## src/rtl/mips_pipe_pkg.sv

```systemverilog
// Shared pipeline types and constants for the ID-stage hazard, forwarding and control units.
package mips_pipe_pkg;

    localparam int unsigned REG_ADDR_W = 5;
    localparam logic [REG_ADDR_W-1:0] REG_ZERO = 5'd0;

    typedef enum logic {
        IDLE    = 1'b0,
        MD_BUSY = 1'b1
    } md_state_t;

    // Pipeline-advance controls driven by the hazard unit
    typedef struct packed {
        logic pc_write;
        logic if_id_write;
        logic if_id_flush;
        logic id_ex_flush;
    } hazard_ctrl_t;

    localparam logic PC_WRITE_DEFAULT    = 1'b1;
    localparam logic IF_ID_WRITE_DEFAULT = 1'b1;
    localparam logic IF_ID_FLUSH_DEFAULT = 1'b0;
    localparam logic ID_EX_FLUSH_DEFAULT = 1'b0;

    localparam hazard_ctrl_t CTRL_DEFAULT = '{
        pc_write:    PC_WRITE_DEFAULT,
        if_id_write: IF_ID_WRITE_DEFAULT,
        if_id_flush: IF_ID_FLUSH_DEFAULT,
        id_ex_flush: ID_EX_FLUSH_DEFAULT
    };

endpackage

```

## src/rtl/id_hazard_stall_unit_if.sv

```systemverilog
// Hazard unit bundle: pipeline-state observations in, stall/flush controls out.
interface id_hazard_stall_unit_if;
    import mips_pipe_pkg::*;

    logic                  id_ex_mem_read;
    logic [REG_ADDR_W-1:0] id_ex_write_reg_addr;
    logic [REG_ADDR_W-1:0] if_id_instr_rs;
    logic [REG_ADDR_W-1:0] if_id_instr_rt;
    logic                  if_id_uses_rt;
    logic                  id_md_start;
    logic                  id_uses_hilo;
    logic                  ex_branch_taken;
    logic                  pc_write;
    logic                  if_id_write;
    logic                  if_id_flush;
    logic                  id_ex_flush;
    logic                  md_busy;
    logic                  md_done;

    modport master (
        output id_ex_mem_read, id_ex_write_reg_addr, if_id_instr_rs, if_id_instr_rt,
               if_id_uses_rt, id_md_start, id_uses_hilo, ex_branch_taken,
        input  pc_write, if_id_write, if_id_flush, id_ex_flush, md_busy, md_done
    );

    modport slave (
        input  id_ex_mem_read, id_ex_write_reg_addr, if_id_instr_rs, if_id_instr_rt,
               if_id_uses_rt, id_md_start, id_uses_hilo, ex_branch_taken,
        output pc_write, if_id_write, if_id_flush, id_ex_flush, md_busy, md_done
    );

endinterface

```

## src/rtl/md_busy_tracker.sv

```systemverilog
// Mult/div occupancy tracker: busy for MD_LATENCY cycles after issue, md_done on the last one.
module md_busy_tracker
    import mips_pipe_pkg::*;
#(
    parameter int unsigned MD_LATENCY = 32,
    parameter int unsigned CNT_W      = 6
) (
    input  logic clk,
    input  logic rst,
    input  logic issue,
    output logic md_busy,
    output logic md_done
);

    localparam logic [CNT_W-1:0] CNT_LOAD = CNT_W'(MD_LATENCY - 1);

    md_state_t        state;
    logic [CNT_W-1:0] cnt;

    // md_done is raised on the edge that makes cnt reach zero, so it coincides with the last busy cycle
    always_ff @(posedge clk or posedge rst) begin
        if (rst) begin
            state   <= IDLE;
            cnt     <= '0;
            md_busy <= 1'b0;
            md_done <= 1'b0;
        end else begin
            case (state)
                IDLE: begin
                    if (issue) begin
                        state   <= MD_BUSY;
                        cnt     <= CNT_LOAD;
                        md_busy <= 1'b1;
                        md_done <= (CNT_LOAD == '0);
                    end
                end
                MD_BUSY: begin
                    if (cnt == '0) begin
                        state   <= IDLE;
                        md_busy <= 1'b0;
                        md_done <= 1'b0;
                    end else begin
                        cnt     <= cnt - CNT_W'(1);
                        md_done <= (cnt == CNT_W'(1));
                    end
                end
                default: begin
                    state   <= IDLE;
                    md_busy <= 1'b0;
                    md_done <= 1'b0;
                end
            endcase
        end
    end

endmodule

```

## src/rtl/id_hazard_stall_unit.sv

```systemverilog
// ID-stage hazard detector: load-use and mult/div structural stalls, taken-branch flush.
module id_hazard_stall_unit
    import mips_pipe_pkg::*;
#(
    parameter int unsigned MD_LATENCY = 32,
    parameter int unsigned CNT_W      = 6
) (
    input  logic                   clk,
    input  logic                   rst,
    id_hazard_stall_unit_if.slave  hz
);

    logic         load_use;
    logic         md_conflict;
    logic         stall;
    logic         issue;
    hazard_ctrl_t ctrl;

    // $0 is hardwired, so a load targeting it never creates a dependency
    assign load_use = hz.id_ex_mem_read
                    & (hz.id_ex_write_reg_addr != REG_ZERO)
                    & ((hz.id_ex_write_reg_addr == hz.if_id_instr_rs)
                       | (hz.if_id_uses_rt & (hz.id_ex_write_reg_addr == hz.if_id_instr_rt)));

    assign md_conflict = hz.md_busy & (hz.id_md_start | hz.id_uses_hilo);
    assign stall       = (load_use | md_conflict) & ~hz.ex_branch_taken;
    assign issue       = hz.id_md_start & ~load_use & ~hz.ex_branch_taken;

    md_busy_tracker #(
        .MD_LATENCY (MD_LATENCY),
        .CNT_W      (CNT_W)
    ) u_md_busy_tracker (
        .clk     (clk),
        .rst     (rst),
        .issue   (issue),
        .md_busy (hz.md_busy),
        .md_done (hz.md_done)
    );

    // Taken branch wins over any stall; pc_write stays high whenever IF/ID is flushed
    always_comb begin
        ctrl = CTRL_DEFAULT;
        if (hz.ex_branch_taken) begin
            ctrl.if_id_flush = 1'b1;
            ctrl.id_ex_flush = 1'b1;
        end else if (stall) begin
            ctrl.pc_write    = 1'b0;
            ctrl.if_id_write = 1'b0;
            ctrl.id_ex_flush = 1'b1;
        end
    end

    assign hz.pc_write    = ctrl.pc_write;
    assign hz.if_id_write = ctrl.if_id_write;
    assign hz.if_id_flush = ctrl.if_id_flush;
    assign hz.id_ex_flush = ctrl.id_ex_flush;

endmodule

```

## src/flat_wrapper.sv

```systemverilog
// flat-port wrapper written by rule: the top's interface ports become plain ports
module id_hazard_stall_unit_flat import mips_pipe_pkg::*;
#(
    parameter int unsigned MD_LATENCY = 32,
    parameter int unsigned CNT_W      = 6
)
  (clk, rst, hz_id_ex_mem_read, hz_id_ex_write_reg_addr, hz_if_id_instr_rs, hz_if_id_instr_rt, hz_if_id_uses_rt, hz_id_md_start, hz_id_uses_hilo, hz_ex_branch_taken, hz_pc_write, hz_if_id_write, hz_if_id_flush, hz_id_ex_flush, hz_md_busy, hz_md_done);
  id_hazard_stall_unit_if hz_i ();
  input  logic clk;
  input  logic rst;
  input wire logic [$bits(hz_i.id_ex_mem_read)-1:0] hz_id_ex_mem_read;
  input wire logic [$bits(hz_i.id_ex_write_reg_addr)-1:0] hz_id_ex_write_reg_addr;
  input wire logic [$bits(hz_i.if_id_instr_rs)-1:0] hz_if_id_instr_rs;
  input wire logic [$bits(hz_i.if_id_instr_rt)-1:0] hz_if_id_instr_rt;
  input wire logic [$bits(hz_i.if_id_uses_rt)-1:0] hz_if_id_uses_rt;
  input wire logic [$bits(hz_i.id_md_start)-1:0] hz_id_md_start;
  input wire logic [$bits(hz_i.id_uses_hilo)-1:0] hz_id_uses_hilo;
  input wire logic [$bits(hz_i.ex_branch_taken)-1:0] hz_ex_branch_taken;
  output wire logic [$bits(hz_i.pc_write)-1:0] hz_pc_write;
  output wire logic [$bits(hz_i.if_id_write)-1:0] hz_if_id_write;
  output wire logic [$bits(hz_i.if_id_flush)-1:0] hz_if_id_flush;
  output wire logic [$bits(hz_i.id_ex_flush)-1:0] hz_id_ex_flush;
  output wire logic [$bits(hz_i.md_busy)-1:0] hz_md_busy;
  output wire logic [$bits(hz_i.md_done)-1:0] hz_md_done;
  assign hz_i.id_ex_mem_read = hz_id_ex_mem_read;
  assign hz_i.id_ex_write_reg_addr = hz_id_ex_write_reg_addr;
  assign hz_i.if_id_instr_rs = hz_if_id_instr_rs;
  assign hz_i.if_id_instr_rt = hz_if_id_instr_rt;
  assign hz_i.if_id_uses_rt = hz_if_id_uses_rt;
  assign hz_i.id_md_start = hz_id_md_start;
  assign hz_i.id_uses_hilo = hz_id_uses_hilo;
  assign hz_i.ex_branch_taken = hz_ex_branch_taken;
  assign hz_pc_write = hz_i.pc_write;
  assign hz_if_id_write = hz_i.if_id_write;
  assign hz_if_id_flush = hz_i.if_id_flush;
  assign hz_id_ex_flush = hz_i.id_ex_flush;
  assign hz_md_busy = hz_i.md_busy;
  assign hz_md_done = hz_i.md_done;
  id_hazard_stall_unit #(.MD_LATENCY(MD_LATENCY), .CNT_W(CNT_W)) u_core (.clk(clk), .rst(rst), .hz(hz_i));
endmodule
```

## config.mk

```make
export PLATFORM = sky130hd
export DESIGN_NAME = id_hazard_stall_unit_flat
export DESIGN_NICKNAME = d
export VERILOG_FILES = /design/src/rtl/mips_pipe_pkg.sv /design/src/rtl/id_hazard_stall_unit_if.sv /design/src/rtl/md_busy_tracker.sv /design/src/rtl/id_hazard_stall_unit.sv /design/src/flat_wrapper.sv
export SDC_FILE = /design/constraint.sdc
export NUM_CORES = 1
export LEC_CHECK = 0
export ABC_AREA = 0
export BUFFER_PORTS_ARGS = -buffer_cell sky130_fd_sc_hd__buf_2
export CAP_MARGIN = 40
export CORE_MARGIN = 2
export CORE_UTILIZATION = 42
export CTS_BUF_LIST = sky130_fd_sc_hd__clkbuf_8 sky130_fd_sc_hd__clkbuf_16
export CTS_CLUSTER_DIAMETER = 60
export DETAILED_ROUTE_END_ITERATION = 12
export HOLD_SLACK_MARGIN = 0.02
export PLACE_DENSITY = 0.82
export SLEW_MARGIN = 20
export SYNTH_ARGS = -nofsm -noshare
export SYNTH_HDL_FRONTEND = slang
export SYNTH_HIERARCHICAL = 1
export SYNTH_SLANG_ARGS = --single-unit
```

## constraint.sdc

```tcl
create_clock -name clk -period 1.4 [get_ports clk]
set_input_delay 0 -clock clk [delete_from_list [all_inputs] [get_ports clk]]
set_output_delay 0 -clock clk [all_outputs]
set_load 0.02 [all_outputs]
```

==> key figures <==
Outcome
  • Status: complete, but fails checks
  • Failing checks: negative setup slack

Setup path
  • Crit path DAT: 1.67 ns
  • R2r setup slk: -0.1 ns
  • Crit path launch type: flip-flop
  • Worst r2r src: u_core/u_md_busy_tracker/cnt[1]
  • Reg2Reg Capture Point: u_core/u_md_busy_tracker/cnt[3]
  • Crit path capture type: flip-flop
  • CP Class: reg2reg
  • CP max FO: 4
  • Reg2Reg Depth: 4
  • Crit path required time: 1.58 ns

Global routing
  • Global route total overflow: 0
  • Initial antenna violation count: 0
  • Total GRT Usage: 0.195
  • Number of global-route vias before repair: roughly 730
  • Largest net degree at the start of global routing: 10
  • Global-route wire length before repair: 2770 µm

Floorplanning
  • Core area: around 1500 µm²
  • Chip Width: 44.4 µm
  • Die Ht: 44.4 µm
  • Boundary pin count: 28
  • Initial Utilization: 0.450
  • Full die area: approximately 2000 µm²
  • Core Rows: 14

Cells and area
  • Synth-to-Final Area Change: 52.9%
  • Nets@finish: ~150
  • Post-Layout Cell Count: around 140
  • Layout cells sized above 1: 0.496
  • Antenna diodes: 0

Yosys
  • Leading area contributor after synthesis: dfrtp_1
  • #FFs+latches synth: 9
  • Share of the synthesized area in the top cell type: 0.328
  • Main area contributors after synthesis: dfrtp_1 33%, xnor2_1 13%, ha_1 5.5%, nand2_1 4.9%, a21o_1 3.3%
  • Yosys warns: 6
  • Cells after synthesis: 78
  • Area of the mapped netlist: ~700 µm²
  • Synth Net Count: 103
  • Syn avg cell area: around 8.8 µm²
  • Netlist cell types: 30
  • Sequential area share after synthesis: 0.328

Clock tree
  • Clock transition at the registers of the reported paths: around 0.050 ns
  • Worst-Skew Late Latency: 0.23 ns
  • Max clock buf depth: 2
  • Clock root buffer: clkbuf_8
  • H-tree depth: 1
  • CTS tree: yes
  • CTS sink count: 9
  • TritonCTS Buffers: 3

Detailed routing
  • First-pass DRT Iterations: 4
  • Detailed-route via count: around 760
  • Post-DRT Antenna Nets: 0
  • Mean number of vias per cell: around 5.4
  • WL/cell: 12.6 µm
  • DRT Wirelength: roughly 1800 µm
  • Residual DRC: 0
  • Iter 0 DRT Violations: 14

STA
  • Slew HR: 0.765
  • Hold Vio Cnt, Final: 0
  • Worst hold slack: approximately 0.27 ns
  • Least-Margin Pin Slew: between 0.3 and 0.4 ns
  • Final setup margin: -0.0986 ns
  • Worst Clk Skew: 0.00513 ns
  • Setup_tns: -0.172 ns
  • Fin crit period: about 1.5 ns
  • Achievable Freq: between 600 and 700 MHz
  • RSZ-0062 raised after global routing: yes
  • Final period utilization: 1.07
  • Final Max Tran Viols: 0
  • # setup viols final: 2

Pwr
  • Peak supply drop: approximately 0.0008 V
  • PD cells: ~1800 nW/µm²
  • Power, Total: between 1.5 and 2 mW
  • P_leak: ~0.52 nW

Flow run
  • Max-Cap Viols: 0

Placed design
  • IO buf count: 27
  • Final HPWL DP: about 1300 µm
  • Post-Place Worst Slack: -0.215 ns
  • GPL Wtd Cong: about 0.77
  • Inst Count DP: approximately 130

Hold path
  • Worst hold path type: in2async
[cell type report]
type                    count  area (µm²)
fillers                   118         475
multi-input cells          60         455
repair buffers             46         280
flip-flops and latches      9         225
clock buffers               3        41.3
inverters                   6        22.5
well taps                  16        20.0
clock inverters             1        3.75
[report_power, final]
part	leakage, nW	switching, mW	internal [mW]
logic	0.387	0.467	0.551
clock network	0.0269	0.105	0.191
registers	0.106	0.170	0.382
[worst max-delay path by stage]
| stage | startpoint | end | slack [ns] |
|---|---|---|---|
| 2_1_floorplan | hz_id_ex_write_reg_addr[1] | u_core/u_md_busy_tracker/cnt[2] | 0.00008 |
| 3_3_place_gp | hz_id_ex_write_reg_addr[1] | u_core/u_md_busy_tracker/cnt[0] | -0.16 |
| 3_5_place_dp | hz_id_ex_write_reg_addr[1] | u_core/u_md_busy_tracker/cnt[2] | -0.22 |
| 4_1_cts | u_core/u_md_busy_tracker/cnt[1] | u_core/u_md_busy_tracker/cnt[4] | -0.04 |
| 5_1_grt | u_core/u_md_busy_tracker/cnt[1] | u_core/u_md_busy_tracker/cnt[4] | -0.16 |
| 6_report | u_core/u_md_busy_tracker/cnt[1] | u_core/u_md_busy_tracker/cnt[3] | -0.1 |
[synthesized netlist by cell type, drive strengths merged]
cell	instances
inv	6
nor3	1
or4	2
nor3b	1
nand4	2
or2b	1
or4b	1
a21oi	2
nand2	9
nor2b	2
a31oi	1
o31ai	3
buf	3
nand2b	2
and3	1
o211ai	1
nor2	5
nand3	2
o21ai	3
o22a	2
a21boi	1
ha	3
dfrtp	9
xnor2	10
o2111ai	1
o22ai	1
a21o	3
[cells in the final DEF, fill, tap and decap left out, types with 3 or more instances in the layout]
cell and count:
inv_1 4, inv_2 3, dfrtp_1 9, nor2_1 5, xnor2_1 10, nand2_1 9
a21o_1 3, clkbuf_8 3, buf_2 27, buf_4 18
[critical path: stages (launching register included)]
cell     delay [ns]
dfrtp_1        0.41
buf_4          0.15
or4b_4         0.53
o31ai_4        0.24
a21o_1         0.11
[routing by layer]
metal  wire [µm]  global-route usage  share of wire  up-vias
met5           0                   0              0        -
met4          27               0.121          0.015        0
met3          82              0.0367          0.046        4
met2        1000               0.359           0.56       22
met1         667               0.201           0.38      365
li1            -                   -              -      364
[state kept, by name, indices dropped and copies added, names as in the netlist]
signal	flops
u_core/u_md_busy_tracker/state	1
u_core/u_md_busy_tracker/md_done	1
u_core/u_md_busy_tracker/cnt	6
u_core/u_md_busy_tracker/md_busy	1
[kinds of logic (layout without fill, tap and decap cells)]
group | Yosys count | count (layout) | synth area share
AOI/OAI and AO/OA | 18 | 18 | 0.195
xor gates and xnor gates | 10 | 10 | 0.128
adders and majority gates | 3 | 3 | 0.0548
buffers and inverters | 9 | 56 | 0.0657
DFF | 9 | 9 | 0.328
and+or+nand+nor | 29 | 29 | 0.228
[through the flow]
step           area (µm²)   util
5_1_grt              1050  0.688
2_1_floorplan         702      -
3_3_place_gp          932  0.612
3_5_place_dp          932  0.612
6_report             1050  0.688
4_1_cts               995  0.653
[what timing repair did]
action | 4_1_cts | 5_1_grt
endpoints found under the setup margin | 2 | 6
pin swaps | 1 | 2
resized for setup | 1 | 6
buffers inserted | 1 | 4
hold endpoints to repair | 9 | 0
hold buffers | 1 | 0
Note: power is estimated with default switching activity, not from simulation.
